<file path="src/rtl/fetch_stage_pkg.sv">
// Shared definitions for the instruction-fetch stage.
//   XLEN          - datapath / address width
//   PC_INC        - sequential PC step (one 32-bit word)
//   fetch_entry_t - buffered fetch result {instr, pc, pc_plus4}
//   word_align()  - clears the byte-offset bits of an address
package fetch_stage_pkg;

   localparam int          XLEN   = 32;
   localparam logic [31:0] PC_INC = 32'd4;

   typedef struct packed {
      logic [XLEN-1:0] instr;
      logic [XLEN-1:0] pc;
      logic [XLEN-1:0] pc_plus4;
   } fetch_entry_t;

   localparam int ENTRY_W = $bits(fetch_entry_t);

   function automatic logic [XLEN-1:0] word_align(input logic [XLEN-1:0] a);
      return {a[XLEN-1:2], 2'b00};
   endfunction

endpackage

</file>
<file path="src/rtl/adder32.sv">
// Plain 32-bit adder, result modulo 2^32.
//   in1, in2 - operands
//   sum      - in1 + in2 (carry out discarded)
module adder32 (
   input  logic [31:0] in1,
   input  logic [31:0] in2,
   output logic [31:0] sum
);

   assign sum = in1 + in2;

endmodule

</file>
<file path="src/rtl/fetch_fifo.sv">
// Small synchronous FIFO used as the fetch response buffer.
//   clk, reset   - clock, asynchronous active-high reset
//   push, data   - write an entry at the tail
//   pop          - drop the head entry
//   flush        - empty the FIFO; overrides push and pop on the same edge
//   count        - current occupancy (0..DEPTH)
//   head         - contents of the head slot (stale data when empty)
// DEPTH must be a power of 2 so the pointers wrap naturally.
// The caller guarantees no push when full unless a pop happens on the
// same edge, and no pop when empty.
module fetch_fifo #(
   parameter int DEPTH = 2,
   parameter int WIDTH = 96
) (
   input  logic                     clk,
   input  logic                     reset,
   input  logic                     push,
   input  logic [WIDTH-1:0]         data,
   input  logic                     pop,
   input  logic                     flush,
   output logic [$clog2(DEPTH):0]   count,
   output logic [WIDTH-1:0]         head
);

   localparam int AW = $clog2(DEPTH);

   logic [WIDTH-1:0] mem [DEPTH];
   logic [AW-1:0]    wr_ptr;
   logic [AW-1:0]    rd_ptr;

   // Storage is reset so head reads as zero before anything is written.
   always_ff @(posedge clk or posedge reset) begin
      if (reset) begin
         for (int i = 0; i < DEPTH; i++) mem[i] <= '0;
         wr_ptr <= '0;
         rd_ptr <= '0;
         count  <= '0;
      end else if (flush) begin
         wr_ptr <= '0;
         rd_ptr <= '0;
         count  <= '0;
      end else begin
         if (push) begin
            mem[wr_ptr] <= data;
            wr_ptr      <= wr_ptr + 1'b1;
         end
         if (pop) rd_ptr <= rd_ptr + 1'b1;
         case ({push, pop})
            2'b10:   count <= count + (AW+1)'(1);
            2'b01:   count <= count - (AW+1)'(1);
            default: count <= count;
         endcase
      end
   end

   assign head = mem[rd_ptr];

endmodule

</file>
<file path="src/rtl/fetch_stage.sv">
// Instruction-fetch stage.
//   clk, reset          - clock, asynchronous active-high reset
//   imem_req/imem_addr  - word read to a 1-cycle-latency instruction memory
//   imem_rdata          - read data, valid the cycle after imem_req
//   redirect_valid/_target - branch/jump redirect, flushes all fetched work
//   if_valid/if_ready   - IF/ID handshake on the FIFO head
//   if_instr/if_pc/if_pc_plus4 - head entry contents
// Requests are only issued when a FIFO slot is guaranteed for the reply,
// so the memory response path never needs back-pressure.
module fetch_stage
   import fetch_stage_pkg::*;
#(
   parameter logic [31:0] RESET_PC   = 32'h0000_0000,
   parameter int          FIFO_DEPTH = 2
) (
   input  logic            clk,
   input  logic            reset,
   output logic            imem_req,
   output logic [XLEN-1:0] imem_addr,
   input  logic [XLEN-1:0] imem_rdata,
   input  logic            redirect_valid,
   input  logic [XLEN-1:0] redirect_target,
   output logic            if_valid,
   input  logic            if_ready,
   output logic [XLEN-1:0] if_instr,
   output logic [XLEN-1:0] if_pc,
   output logic [XLEN-1:0] if_pc_plus4
);

   localparam int CW = $clog2(FIFO_DEPTH) + 1;

   logic [XLEN-1:0] pc;
   logic [XLEN-1:0] pc_seq;
   logic [XLEN-1:0] inflight_pc;
   logic [XLEN-1:0] inflight_pc4;
   logic            inflight;
   logic            squash;
   logic [CW-1:0]   occ;
   logic [CW:0]     credit;
   logic            deq;
   logic            push;
   logic [ENTRY_W-1:0] head_bits;
   fetch_entry_t    head;
   fetch_entry_t    push_entry;

   adder32 u_pc_inc (
      .in1 (pc),
      .in2 (PC_INC),
      .sum (pc_seq)
   );

   assign if_valid = (occ != '0);
   assign deq      = if_valid & if_ready;

   // Slots that will be claimed after this edge: stored entries plus the
   // reply already on its way, minus the entry leaving now.
   assign credit   = {1'b0, occ} + (CW+1)'(inflight) - (CW+1)'(deq);

   // Gated by reset so the request drops the moment reset is asserted.
   assign imem_req  = ~reset & ~redirect_valid & (credit < (CW+1)'(FIFO_DEPTH));
   assign imem_addr = pc;

   // A redirect also kills a reply landing in the same cycle; squash covers
   // the cycle after, so no pre-redirect data ever reaches the FIFO.
   assign push = inflight & ~squash & ~redirect_valid;

   assign push_entry = '{instr: imem_rdata, pc: inflight_pc, pc_plus4: inflight_pc4};

   always_ff @(posedge clk or posedge reset) begin
      if (reset) begin
         pc           <= RESET_PC;
         inflight     <= 1'b0;
         inflight_pc  <= '0;
         inflight_pc4 <= '0;
         squash       <= 1'b0;
      end else begin
         squash   <= redirect_valid & inflight;
         inflight <= imem_req;
         if (redirect_valid) begin
            pc <= word_align(redirect_target);
         end else if (imem_req) begin
            pc <= pc_seq;
         end
         if (imem_req) begin
            inflight_pc  <= pc;
            inflight_pc4 <= pc_seq;
         end
      end
   end

   fetch_fifo #(
      .DEPTH (FIFO_DEPTH),
      .WIDTH (ENTRY_W)
   ) u_fifo (
      .clk   (clk),
      .reset (reset),
      .push  (push),
      .data  (push_entry),
      .pop   (deq),
      .flush (redirect_valid),
      .count (occ),
      .head  (head_bits)
   );

   assign head        = head_bits;
   assign if_instr    = head.instr;
   assign if_pc       = head.pc;
   assign if_pc_plus4 = head.pc_plus4;

endmodule

</file>
<file path="config.mk">
export PLATFORM = sky130hd
export DESIGN_NAME = fetch_stage
export DESIGN_NICKNAME = d
export VERILOG_FILES = /design/src/rtl/fetch_stage_pkg.sv /design/src/rtl/adder32.sv /design/src/rtl/fetch_fifo.sv /design/src/rtl/fetch_stage.sv
export SDC_FILE = /design/constraint.sdc
export NUM_CORES = 1
export LEC_CHECK = 0
export ABC_AREA = 1
export BUFFER_PORTS_ARGS = -buffer_cell sky130_fd_sc_hd__buf_2
export CORE_MARGIN = 5
export CORE_UTILIZATION = 48
export CTS_BUF_LIST = sky130_fd_sc_hd__clkbuf_8
export DETAILED_ROUTE_END_ITERATION = 8
export PLACE_DENSITY = 0.78
export SLEW_MARGIN = 10
export SYNTH_ARGS = -nofsm -noshare
export SYNTH_HDL_FRONTEND = slang
export SYNTH_HIERARCHICAL = 1
export SYNTH_SLANG_ARGS = --single-unit
</file>
<file path="constraint.sdc">
create_clock -name clk -period 8.9 [get_ports clk]
set_input_delay 2.225 -clock clk [delete_from_list [all_inputs] [get_ports clk]]
set_output_delay 2.225 -clock clk [all_outputs]
set_load 0.01 [all_outputs]
</file>
==> flow_summary.html <==
<table>
<tr><th>Metric</th><th>Value</th></tr>
<tr><th colspan="2">Detailed routing</th></tr>
<tr><td>Routed wire length</td><td>37.3 mm</td></tr>
<tr><td>Router iterations before antenna repair</td><td>6</td></tr>
<tr><td>Vias after detailed routing</td><td>12.4k</td></tr>
<tr><td>DR iter-0 viols</td><td>766</td></tr>
<tr><td>Average wire per cell in the routed design</td><td>15.0 um</td></tr>
<tr><td>Via count normalized by instance count</td><td>5.00</td></tr>
<tr><td>Count of unresolved DRC violations after routing</td><td>0</td></tr>
<tr><td>ANT nets after route</td><td>0</td></tr>
<tr><th colspan="2">Synth</th></tr>
<tr><td>Average instance area after synthesis</td><td>8.18 um2</td></tr>
<tr><td>Post-synthesis sequential element count</td><td>294</td></tr>
<tr><td>Ranking of synthesized cells by area</td><td>dfrtp_1 49%, nand2_1 16%, o21ai_0 7.4%</td></tr>
<tr><td>Library cell with the largest summed area after synthesis</td><td>dfrtp_1</td></tr>
<tr><td>Synthesized area</td><td>0.0151 mm2</td></tr>
<tr><td>Number of distinct library cells after synthesis</td><td>35</td></tr>
<tr><td>Area fraction of the dominant cell type after synthesis</td><td>48.7%</td></tr>
<tr><td>Register area share after synthesis</td><td>48.7%</td></tr>
<tr><td>Ys Warns</td><td>6</td></tr>
<tr><td>Ys flop type</td><td>dfrtp_1</td></tr>
<tr><td>Synthesized instance count</td><td>1847</td></tr>
<tr><td>Post-synth ARST share</td><td>100%</td></tr>
<tr><td>Post-synth EDFFs</td><td>0</td></tr>
<tr><th colspan="2">Power and ir drop</th></tr>
<tr><td>Fraction of power consumed by the clock network</td><td>20.8%</td></tr>
<tr><td>Switching power</td><td>2290 uW</td></tr>
<tr><td>Combinational fraction of design power</td><td>41.0%</td></tr>
<tr><td>Max rail drop VDD</td><td>144 uV</td></tr>
<tr><td>Net switching fraction of the power</td><td>41.2%</td></tr>
<tr><td>Internal power component</td><td>3260 uW</td></tr>
<tr><td>Power density over cell area</td><td>322 mW/mm2</td></tr>
<tr><td>Static leakage</td><td>0.00964 uW</td></tr>
<tr><td>Relative contribution of sequential cells to total power</td><td>38.1%</td></tr>
<tr><th colspan="2">Place</th></tr>
<tr><td>Placed wire-length estimate</td><td>26.3 mm</td></tr>
<tr><td>Worst Setup Slack post-DPL</td><td>2.28 ns</td></tr>
<tr><td>Routability cong.</td><td>0.907</td></tr>
<tr><td>Number of buffer cells added on primary ports</td><td>195</td></tr>
<tr><th colspan="2">Timing</th></tr>
<tr><td>Clock Skew</td><td>0.0277 ns</td></tr>
<tr><td>Actual transition at the worst max-transition pin</td><td>0.988 ns</td></tr>
<tr><td>Headroom to the max-slew limit</td><td>34.1%</td></tr>
<tr><td>Unrepaired setup endpoints after global routing</td><td>false</td></tr>
<tr><td>Number of endpoints with negative hold slack in the final report</td><td>0</td></tr>
<tr><td>Tcrit/Tclk final</td><td>74.2%</td></tr>
<tr><td>Maximum clock rate</td><td>151 MHz</td></tr>
<tr><td>Number of setup violations in the final report</td><td>0</td></tr>
<tr><td>Fin. max-slew vios</td><td>0</td></tr>
<tr><td>Min Tclk post-route</td><td>6.60 ns</td></tr>
<tr><td>Setup slack of the critical path after layout</td><td>2.30 ns</td></tr>
<tr><td>Final sum of negative setup slack</td><td>0 ns</td></tr>
<tr><th colspan="2">Clock tree</th></tr>
<tr><td>CTS root buffer</td><td>clkbuf_8</td></tr>
<tr><td>Deepest level of the CTS H-tree</td><td>2</td></tr>
<tr><td>Clock latency of the later-clocked register in the worst-skew pair</td><td>0.57 ns</td></tr>
<tr><td>Number of gates given a new drive strength after cts</td><td>0</td></tr>
<tr><td>Clk slew on worst S/H paths</td><td>0.06 ns</td></tr>
<tr><td>Clock tree from TritonCTS</td><td>done</td></tr>
<tr><td>Number of buffers on the longest clock path</td><td>3</td></tr>
<tr><td>Hold-fix buffers, CTS</td><td>0</td></tr>
<tr><td>Setup repair bufs after CTS</td><td>0</td></tr>
<tr><td>Total clock buffers created by CTS</td><td>49</td></tr>
<tr><td>Sink Count</td><td>294</td></tr>
<tr><th colspan="2">Worst setup path</th></tr>
<tr><td>Critical Path Sink Type</td><td>primary output</td></tr>
<tr><td>Path depth of the worst reg2reg path</td><td>11</td></tr>
<tr><td>Required time of the critical path</td><td>6.68 ns</td></tr>
<tr><td>Critical path's slowest cell</td><td>fa_1</td></tr>
<tr><td>Setup crit start kind</td><td>primary input</td></tr>
<tr><td>Crit Path Category</td><td>in2out</td></tr>
<tr><td>Arrival time of data at the critical path endpoint</td><td>4.38 ns</td></tr>
<tr><td>Critical path cell sequence</td><td>buf_2 -&gt; o21a_1 -&gt; ha_1 -&gt; inv_1 -&gt; nand2_1 -&gt; fa_1 -&gt; nand2_1 -&gt; nor2_4 -&gt; nand2_4 -&gt; inv_6 -&gt; buf_2</td></tr>
<tr><td>Crit Path Max Fanout</td><td>36</td></tr>
<tr><td>Crit path largest cell delay</td><td>0.51 ns</td></tr>
<tr><th colspan="2">Cells and area</th></tr>
<tr><td>Final Util</td><td>55.1%</td></tr>
<tr><td>Area growth, synth to finish</td><td>14.1%</td></tr>
<tr><td>Net count, final</td><td>2151</td></tr>
<tr><td>Antenna cells</td><td>0</td></tr>
<tr><td>Layout cells sized above 1</td><td>20.2%</td></tr>
<tr><td>Filler cell count</td><td>2857</td></tr>
<tr><th colspan="2">Floorplan</th></tr>
<tr><td>Horizontal die dimension</td><td>187 um</td></tr>
<tr><td>I/O pin count</td><td>198</td></tr>
<tr><td>Placeable Area</td><td>0.0313 mm2</td></tr>
<tr><td>Initial Util</td><td>48.3%</td></tr>
<tr><td>Row cnt</td><td>65</td></tr>
<tr><td>Die height</td><td>187 um</td></tr>
<tr><td>Die area</td><td>0.0351 mm2</td></tr>
<tr><th colspan="2">Global routing</th></tr>
<tr><td>Global router's overall resource usage</td><td>21.3%</td></tr>
<tr><td>Grt total ovfl</td><td>0</td></tr>
<tr><td>Largest net degree at the start of global routing</td><td>124</td></tr>
<tr><td>First-pass GRT wire length</td><td>62.3 mm</td></tr>
<tr><td>Initial antenna violation count</td><td>0</td></tr>
<tr><td>Vias in the first global route</td><td>12.3k</td></tr>
<tr><th colspan="2">Min path</th></tr>
<tr><td>Hold path depth</td><td>2</td></tr>
<tr><td>Min-Delay Path Class</td><td>reg2reg</td></tr>
<tr><th colspan="2">Run status</th></tr>
<tr><td>Result of the run</td><td>finished, final reports clean</td></tr>
<tr><th colspan="2">Run</th></tr>
<tr><td>Max-cap check violation count</td><td>0</td></tr>
</table>
==> cells by family (layout without fill, tap and decap cells) <==
| kind of cell | Yosys count | count (layout) | synth area share, % |
|---|---|---|---|
| and+or+nand+nor | 791 | 791 | 21.2 |
| buffers and inverters | 336 | 543 | 9.76 |
| DFF | 294 | 294 | 48.7 |
| AOI/OAI and AO/OA | 278 | 278 | 9.30 |
| muxes | 96 | 96 | 7.15 |
| adders and majority gates | 34 | 34 | 2.91 |
| xor gates and xnor gates | 16 | 16 | 0.927 |
| other | 2 | 33 | 0.0497 |
==> sequential cells by signal (all words and copies together), names as in the netlist <==
name           flops
inflight_pc       32
squash             1
imem_addr         32
inflight_pc4      32
u_fifo/rd_ptr      1
u_fifo/count       2
inflight           1
u_fifo/mem       192
u_fifo/wr_ptr      1
==> cells in the final DEF (no fill, tap or decap), types with 30 or more instances in the layout <==
master,instances
nand2_1,642
dfrtp_1,293
inv_1,260
o21ai_0,223
buf_2,195
mux2_2,96
clkbuf_8,62
nand3_1,59
nor2_1,40
conb_1,33
ha_1,32
o21ai_1,30
==> cells in the mapped netlist, types with 2 or more instances <==
master and n:
o21ai_0 223, o21bai_1 2, nand3_1 60, xor2_1 14, buf_12 4, ha_1 32, nand3_2 4, inv_1 246
clkbuf_1 22, dfrtp_1 294, buf_6 8, nor3_2 2, mux2_2 96, inv_2 6, nand2_1 642, nor2_2 2
nor2_1 40, fa_1 2, nand4_1 5, a21oi_1 20, o21ai_1 30, buf_2 40, nand2_2 29, conb_1 2
xnor2_1 2, buf_4 9, nor3_1 3
==> layout make-up <==
class                   count  area [um2]  share of cell area (%)
flip-flops and latches    294        7360                    42.7
multi-input cells        1248        6420                    37.2
repair buffers            203        1040                    6.01
inverters                 253         965                    5.59
clock buffers              62         853                    4.95
well taps                 402         503                    2.92
clock inverters            25         116                   0.675
==> per-layer routing <==
metal | GRT usage [%] | vias up | wire [um]
met5 | 0 | - | 0
li1 | - | 6159 | -
met3 | 2.99 | 72 | 2290
met4 | 6.83 | 0 | 1090
met1 | 30.7 | 5770 | 17200
met2 | 33.4 | 436 | 16700
==> per-stage QoR <==
step                std cells  instance area [um2]  total power (uW)  hold WS, ns
floorplan                1878                15200              3650        0.448
global placement         2400                16300              4280        0.460
detailed placement       2400                16300              4360        0.466
CTS                      2487                17300              5540        0.482
global route             2487                17300              6000        0.498
finish                   2487                17300              5550        0.477
==> power groups by stage <==
stage,Sequential (uW),Clock [uW],Combinational [uW]
after floorplan,2020,0,1630
after global placement,2120,0,2170
after detailed placement,2130,0,2220
after CTS,2120,1180,2240
after global routing,2170,1250,2580
final,2120,1160,2280
==> worst paths after layout <==
kind	start	endpoint	slack [ns]
min in group asynchronous	reset	inflight_pc[4]	1.73
setup / recovery	if_ready	imem_req	2.30
hold / removal	u_fifo/mem[39]	u_fifo/mem[39]	0.48
hold reg to reg	u_fifo/mem[39]	u_fifo/mem[39]	0.48
setup reg to reg	u_fifo/count[1]	inflight_pc4[27]	5.55
max in group asynchronous	reset	u_fifo/mem[185]	5.51
==> worst max-delay path, delay by kind of cell <==
kind / cells / cell delay, ns
AO/OA/AOI/OAI: 1 / 0.14
adder cells (fa/ha/maj): 2 / 0.79
buffers and inverters: 4 / 0.70
AND/OR/NAND/NOR: 4 / 0.53
Note: power is estimated with default switching activity, not from simulation.
